**config.mk**
```make
export PLATFORM = sky130hd
export DESIGN_NAME = and_reduce_arbiter
export DESIGN_NICKNAME = d
export VERILOG_FILES = /design/src/rtl/and_reduce_arbiter.sv
export SDC_FILE = /design/constraint.sdc
export NUM_CORES = 1
export LEC_CHECK = 0
export ABC_AREA = 0
export CAP_MARGIN = 20
export CORE_MARGIN = 4
export CORE_UTILIZATION = 45
export DETAILED_ROUTE_END_ITERATION = 7
export PLACE_DENSITY_LB_ADDON = 0.15
export SLEW_MARGIN = 20
export SYNTH_ARGS = -nofsm -noshare
export SYNTH_HDL_FRONTEND = slang
export SYNTH_SLANG_ARGS = --single-unit
```
**constraint.sdc**
```tcl
create_clock -name clk -period 1.4 [get_ports clk]
set_input_delay 0.21 -clock clk [delete_from_list [all_inputs] [get_ports clk]]
set_output_delay 0.21 -clock clk [all_outputs]
set_load 0.005 [all_outputs]
```
**src/rtl/and_reduce_arbiter.sv**
```systemverilog
// Round-robin arbiter sharing one N-bit AND reducer between two requesters; words are reduced chunk by chunk.
// Optional build macro AND_EARLY_EXIT_EN finishes a job as soon as any chunk reduces to 0.

module andNbits #(
    parameter int unsigned N = 4
) (
    input  logic [N-1:0] a_i,
    output logic         y_o
);
    assign y_o = &a_i;
endmodule

module and_reduce_arbiter #(
    parameter int unsigned N      = 4,
    parameter int unsigned CHUNKS = 4
) (
    input  logic                  clk,
    input  logic                  rst_n,
    input  logic                  req0,
    input  logic [N*CHUNKS-1:0]   data0,
    input  logic                  req1,
    input  logic [N*CHUNKS-1:0]   data1,
    output logic                  ack0,
    output logic                  ack1,
    output logic                  busy,
    output logic                  done,
    output logic                  done_id,
    output logic                  resultado
);
    localparam int unsigned W     = N * CHUNKS;
    localparam int unsigned IDX_W = (CHUNKS > 1) ? $clog2(CHUNKS) : 1;
    localparam logic [IDX_W-1:0] IDX_LAST = IDX_W'(CHUNKS - 1);

    typedef enum logic [1:0] {
        S_IDLE,
        S_RUN,
        S_DONE
    } state_t;

    state_t           state_q, state_d;
    logic [W-1:0]     sreg_q, sreg_d;
    logic             acc_q, acc_d;
    logic [IDX_W-1:0] idx_q, idx_d;
    logic             owner_q, owner_d;
    logic             prio_q, prio_d;
    logic             ack0_q, ack0_d;
    logic             ack1_q, ack1_d;
    logic             res_q, res_d;
    logic             done_id_q, done_id_d;

    logic             chunk_and;
    logic             winner;
    logic             last_chunk;

    andNbits #(.N(N)) u_and (
        .a_i (sreg_q[N-1:0]),
        .y_o (chunk_and)
    );

    always_ff @(posedge clk or negedge rst_n) begin
        if (!rst_n) begin
            state_q   <= S_IDLE;
            sreg_q    <= '0;
            acc_q     <= 1'b1;
            idx_q     <= '0;
            owner_q   <= 1'b0;
            prio_q    <= 1'b0;
            ack0_q    <= 1'b0;
            ack1_q    <= 1'b0;
            res_q     <= 1'b0;
            done_id_q <= 1'b0;
        end else begin
            state_q   <= state_d;
            sreg_q    <= sreg_d;
            acc_q     <= acc_d;
            idx_q     <= idx_d;
            owner_q   <= owner_d;
            prio_q    <= prio_d;
            ack0_q    <= ack0_d;
            ack1_q    <= ack1_d;
            res_q     <= res_d;
            done_id_q <= done_id_d;
        end
    end

    always_comb begin
        state_d    = state_q;
        sreg_d     = sreg_q;
        acc_d      = acc_q;
        idx_d      = idx_q;
        owner_d    = owner_q;
        prio_d     = prio_q;
        ack0_d     = 1'b0;
        ack1_d     = 1'b0;
        res_d      = res_q;
        done_id_d  = done_id_q;
        winner     = req1 && (!req0 || prio_q);
        last_chunk = (idx_q == IDX_LAST);

        case (state_q)
            S_IDLE: begin
                if (req0 || req1) begin
                    sreg_d  = winner ? data1 : data0;
                    acc_d   = 1'b1;
                    idx_d   = '0;
                    owner_d = winner;
                    ack0_d  = !winner;
                    ack1_d  = winner;
                    prio_d  = !winner;
                    state_d = S_RUN;
                end
            end
            S_RUN: begin
                acc_d  = acc_q & chunk_and;
                sreg_d = sreg_q >> N;
                idx_d  = idx_q + 1'b1;
`ifdef AND_EARLY_EXIT_EN
                if (!chunk_and) last_chunk = 1'b1;
`endif
                // Result is captured on the edge entering DONE so it is valid alongside done.
                if (last_chunk) begin
                    res_d     = acc_d;
                    done_id_d = owner_q;
                    state_d   = S_DONE;
                end
            end
            S_DONE: state_d = S_IDLE;
            default: state_d = S_IDLE;
        endcase
    end

    assign ack0      = ack0_q;
    assign ack1      = ack1_q;
    assign busy      = (state_q != S_IDLE);
    assign done      = (state_q == S_DONE);
    assign done_id   = done_id_q;
    assign resultado = res_q;

endmodule

```
==> impl_metrics.ini, run 1 <==
[status]
status = finished, final reports clean

[worst_setup_path]
cp.required_ps = 1600
criticalPathCategory = input port to flop
cp-end-kind = flop
arrival_ps = 1600
worstPathMaxFanout = 18
start_kind = input port

[route]
drtAntennaViolNets = 0
drt_iter0_drc = 36
wl_per_cell_um = 14.8
first_pass_iters = 5
wl_um = 2920
vias = 1077
post-route-drc-count = 0
vias_per_cell = 5.44

[floorplanning]
pin_count = 42
die_width_um = 61.8
fp-row-count = 19
dieArea_sq_um = 3810
core_area_sq_um = 2760
initial_core_util_pct = 47.1
die-height_um = 61.8

[clock_network]
cts_root_buf = clkbuf_4
cts_sinks = 27
clock_latency_ps = 320
htree_num_levels = 1
cts.path.max_buffers = 2
cts_made_buffers = 3
clk_pin_slew_worst_paths_ps = 140
cts_tree = built
postCtsHoldBufs = 0

[synthesis]
yosysTopAreaCellShare_pct = 50.0
syn-num-nets = 156
synth_top_cells_by_count = dfrtp_1 (26), mux2i_1 (16), nand2_1 (13), nand3_1 (12), o221ai_1 (11)
synth_warnings = 0
synth_edf_count = 0
synth.area.top_cells = dfrtp_1 (50%), mux2i_1 (12%), o221ai_1 (7.4%)
synth.avg_cell_area_sq_um = 10.9
async_flop_share_pct = 100
synth.largest_area_cell = dfrtp_1
ys_ff_latch = 27
synthesis.area_sq_um = 1300
syn-instance-count = 119
synth.most_common_cell = dfrtp_1
synthFlopType = dfrtp_1
synthDistinctLibCells = 27
seq_area_frac_synth_pct = 52.1

[power]
power_mw = 3.32
peakVddDrop_uv = 1290
p_leak_nw = 0.914
powerDensity_nw_per_um2 = 1760

[timing]
worst_slew_pin_slew_ps = 284
setup_viol = 0
period_share_pct = 99.5
fin_ws_ps = 6.53
max_slew_margin_pct = 81.0
drv_slew = 0
rsz0062_at_grt = yes
hold_viol = 0
fin_crit_ps = 1390
fmaxAchievable_mhz = 718
fin_worst_skew_ps = 6.08

[global_routing]
grt_max_degree = 28
grt_pass1_vias = 1009
antenna_found_initial = 0
grt_remaining_overflow = 0
track_usage_pct = 15.9
grt_pass1_wl_um = 4490

[placed_design]
dp.cells = 192
port_buffers = 41
dp_slack_ps = -319
gp_congestion = 0.751
hpwl_um = 2170

[layout]
fin_util_pct = 68.3
fill_cells = 230
area_growth_pct = 44.9
largest_register_ffs = 16
fin_cells = 198
largest-register = sreg_q
nets = 205
final_layout_size_suffix_gt1_share_pct = 17.4
top_regs = sreg_q x16, idx_q x2, state_q x2
num_antenna_cells = 0

[hold_path]
min_path_type = input port to async pin

[job]
cap_violations = 0
## per-stage QoR
stage | TNS [ps] | hold slack, ps | instance area (sq um)
6_report | 0 | 224 | 1880
3_5_place_dp | -4170 | 467 | 1800
4_1_cts | 0 | 234 | 1830
5_1_grt | -99.9 | 223 | 1880
3_3_place_gp | -3500 | 456 | 1800
2_1_floorplan | 0 | -85.6 | 1300
## power breakdown
group / internal [mW] / total [mW] / switching (mW) / leakage [nW]
sequential: 1.15 / 1.31 / 0.158 / 0.339
combinational: 0.841 / 1.69 / 0.846 / 0.559
clock: 0.111 / 0.329 / 0.217 / 0.0150
## per-layer routing
metal | track usage [%] | up-vias | part of all wire, %
met1 | 20.2 | 512 | 41
met5 | 0 | - | 0
met4 | 4.55 | 0 | 1.6
met2 | 27.2 | 40 | 50
met3 | 3.51 | 6 | 7.4
li1 | - | 519 | -
## repair_timing
item,in CTS,in global routing
setup endpoints to repair,6,14
resized for setup,9,13
setup buffers,2,0
## critical path, stage by stage
cell	delay, ps
clkdlybuf4s50_1	540
inv_2	50
o21ai_2	170
buf_12	200
mux2i_1	290
o221ai_2	130
## layout make-up
cell class	instances	area (sq um)	share of cell area [%]
clock buffer	4	26.3	1.39
timing repair buffer	52	534	28.4
inverter	9	33.8	1.79
sequential	27	677	35.9
tap	31	38.8	2.06
multi-input combinational	75	574	30.5
## cells by family (layout without fill, tap and decap cells)
family / Yosys count / in the layout / share of synthesized area [%]
AOI/OAI and AO/OA: 24 / 24 / 14.9
adders and majority gates: 1 / 1 / 0.962
DFF: 27 / 27 / 52.1
and+or+nand+nor: 33 / 33 / 11.7
buffers and inverters: 17 / 65 / 7.12
muxes: 17 / 17 / 13.2
## cell usage in the layout (no fill, tap or decap), types with 2 or more instances in the layout
master,n
nand2_1,12
dlygate4sd2_1,2
buf_12,3
clkdlybuf4s50_1,35
dlymetal6s2s_1,2
mux2i_1,15
buf_6,3
o221ai_2,3
inv_1,8
dfrtp_1,26
clkbuf_4,3
o21ai_0,5
nor2b_1,3
a21o_1,2
nand3_1,10
nor2_1,2
o221ai_1,8
nand3_2,2
buf_4,5
o21ai_1,2
## worst paths after layout
| check | from | endpoint | slack (ps) | cells after the start |
|---|---|---|---|---|
| max in group asynchronous | rst_n | acc_q$_DFFE_PN1P_ | 940 | 2 |
| min | rst_n | resultado$_DFFE_PN0P_ | 220 | 2 |
| min in group clk | data1[14] | sreg_q[14]$_DFFE_PN0P_ | 490 | 3 |
| min reg2reg | owner_q$_DFFE_PN0P_ | owner_q$_DFFE_PN0P_ | 500 | 1 |
| max reg2reg | state_q[1]$_DFFE_PN0P_ | sreg_q[4]$_DFFE_PN0P_ | 30 | 5 |
| max | req0 | sreg_q[4]$_DFFE_PN0P_ | 7 | 6 |
No activity file was read; power rests on OpenSTA's default activity.
==> inputs of run 2 (changes only) <==
--- a/config.mk
+++ b/config.mk
@@ -7,8 +7,10 @@
 export LEC_CHECK = 0
 export ABC_AREA = 0
 export CAP_MARGIN = 20
+export CELL_PAD_IN_SITES_DETAIL_PLACEMENT = 1
+export CELL_PAD_IN_SITES_GLOBAL_PLACEMENT = 1
 export CORE_MARGIN = 4
-export CORE_UTILIZATION = 45
+export CORE_UTILIZATION = 34
 export DETAILED_ROUTE_END_ITERATION = 7
 export PLACE_DENSITY_LB_ADDON = 0.15
 export SLEW_MARGIN = 20
==> run 2 against run 1 <==
Maximum frequency grew 3.9%. Combinational power up 3%. Worst hold slack better by 64 ps. First-iteration DRC count down 44%. Sequential power barely moved. Final cell count grew 10%. Die area up 28%. Clock skew is 2.2 ps lower. Critical path type is now flop to output port. Highest routed layer unchanged. Sequential share of layout area fell by 1.0 points. Largest cell class unchanged. Total power grew 5.7%. Critical path depth decreased by 5.
==> impl_metrics.ini, run 2 (synthesized netlist as in run 1, its figures left out) <==
[status]
status = finished, final reports clean

[floorplanning]
pin_count = 42
initial_core_util_pct = 35.2
dieArea_sq_um = 4880
die-height_um = 69.8
fp-row-count = 22
core_area_sq_um = 3690
die_width_um = 69.8

[layout]
fill_cells = 433
layout_common_cells = clkdlybuf4s50_1 (38), dfrtp_1 (26), mux2i_1 (15), nand2_1 (12)
largest_register_ffs = 16
num_antenna_cells = 0
fin_cells = 218
nets = 208
top_regs = sreg_q x16, idx_q x2, state_q x2
final_layout_size_suffix_gt1_share_pct = 17.6
fin_util_pct = 52.5
largest-register = sreg_q
mostFrequentLayoutCell = clkdlybuf4s50_1
area_growth_pct = 49.1

[placed_design]
gp_congestion = 0.708
hpwl_um = 2430
dp.cells = 211
port_buffers = 41
dp_slack_ps = -318

[worst_setup_path]
worstPathMaxFanout = 2
cpMaxStageDelayCell = clkdlybuf4s50_1
path_buf_inv = 1
start_kind = flop
cp_cell_sequence = clkdlybuf4s50_1
arrival_ps = 1130
max_stage_delay_ps = 500
cp-end-kind = output port
criticalPathCategory = flop to output port
cp.required_ps = 1190
crit_family = buffers and inverters

[clock_network]
cts_root_buf = clkbuf_8
cts_tree = built
htree_num_levels = 1
cts_sinks = 27
cts.path.max_buffers = 2
clk_pin_slew_worst_paths_ps = 90
clock_latency_ps = 270
cts_made_buffers = 3

[route]
vias = 1096
drt_iter0_drc = 20
drtAntennaViolNets = 0
wl_per_cell_um = 15.6
post-route-drc-count = 0
wl_um = 3410
vias_per_cell = 5.03
first_pass_iters = 4

[power]
comb_power_share_pct = 49.4
p_sw_mw = 1.29
p_int_mw = 2.22
seqPwrFrac_pct = 37.6
swShare_pct = 36.8
clockPowerShare_pct = 13.0
power_mw = 3.51
powerDensity_nw_per_um2 = 1810
p_leak_nw = 0.900
peakVddDrop_uv = 689

[timing]
fin_crit_ps = 1340
hold_viol = 0
rsz0062_at_grt = yes
hold_slack_ps = 288
fmaxAchievable_mhz = 746
worst_slew_pin_slew_ps = 297
drv_slew = 0
period_share_pct = 95.8
fin_ws_ps = 59.1
max_slew_margin_pct = 80.2
setup_viol = 0
fin_worst_skew_ps = 3.89

[global_routing]
grt_remaining_overflow = 0
antenna_found_initial = 0
grt_pass1_wl_um = 5610
track_usage_pct = 14.3
grt_max_degree = 28
grt_pass1_vias = 1205

[hold_path]
min_path_type = input port to async pin

[job]
cap_violations = 0
run 2: changes by cell type in the layout (fill, tap and decap cells not counted), moves of 2 or more:
| cell | previous run | this run |
|---|---|---|
| buf_4 | 5 | 8 |
| clkbuf_4 | 3 | 0 |
| clkbuf_8 | 0 | 3 |
| clkdlybuf4s50_1 | 35 | 38 |
| clkdlybuf4s15_1 | 0 | 2 |
| dlygate4sd2_1 | 2 | 0 |
| o221ai_1 | 8 | 10 |
| o221ai_2 | 3 | 1 |
run 2: layer usage:
layer / track usage (%) / vias up / wire length (um)
met5: 0 / - / 0
met4: 4.47 / 0 / 35
met3: 2.46 / 4 / 129
met2: 25.5 / 28 / 1740
met1: 17.5 / 537 / 1510
li1: - / 527 / -
run 2: power groups by stage:
stage	logic (mW)	registers, mW	clock network (mW)
final	1.74	1.32	0.455
after detailed placement	1.61	1.33	0
after global placement	1.55	1.31	0
after global routing	1.93	1.36	0.494
after CTS	1.64	1.31	0.463
after floorplan	0.981	1.29	0
run 2: timing repair:
| item | in CTS | in global routing |
|---|---|---|
| hold buffers | 0 | 0 |
| setup endpoints to repair | 10 | 18 |
| cloned | 0 | 1 |
| gates resized for setup | 3 | 14 |
| pin swaps | 0 | 1 |
| buffers inserted | 1 | 1 |
run 2: cell type report:
class / instances / area (sq um) / share of cell area, %
timing repair buffer: 55 / 556 / 28.7
clock buffer: 3 / 41.3 / 2.13
sequential: 27 / 677 / 34.9
inverter: 9 / 33.8 / 1.74
clock inverter: 1 / 5.00 / 0.258
multi-input combinational: 75 / 566 / 29.2
tap: 48 / 60.1 / 3.10
run 2: worst paths after layout:
path	end	depth (start not counted)	slack (ps)	from
min	resultado$_DFFE_PN0P_	2	290	rst_n
max reg2reg	sreg_q[10]$_DFFE_PN0P_	5	60	state_q[1]$_DFFE_PN0P_
max in group asynchronous	acc_q$_DFFE_PN1P_	2	880	rst_n
min reg2reg	owner_q$_DFFE_PN0P_	1	490	owner_q$_DFFE_PN0P_
min in group clk	ack1$_DFF_PN0_	3	450	req0
max	resultado	1	60	resultado$_DFFE_PN0P_
run 2: worst reg2reg max path, stage by stage, from the launching register on:
cell,delay (ps)
dfrtp_1,380
or2_1,250
o21bai_4,240
buf_4,190
nand3_1,100
o211ai_2,80
run 2: metrics by stage:
| step | setup TNS, ps | cell area [sq um] |
|---|---|---|
| after global placement | -3740 | 1820 |
| after floorplan | 0 | 1300 |
| final | 0 | 1940 |
| after detailed placement | -4340 | 1820 |
| after CTS | -16.2 | 1870 |
| after global routing | -38.8 | 1940 |
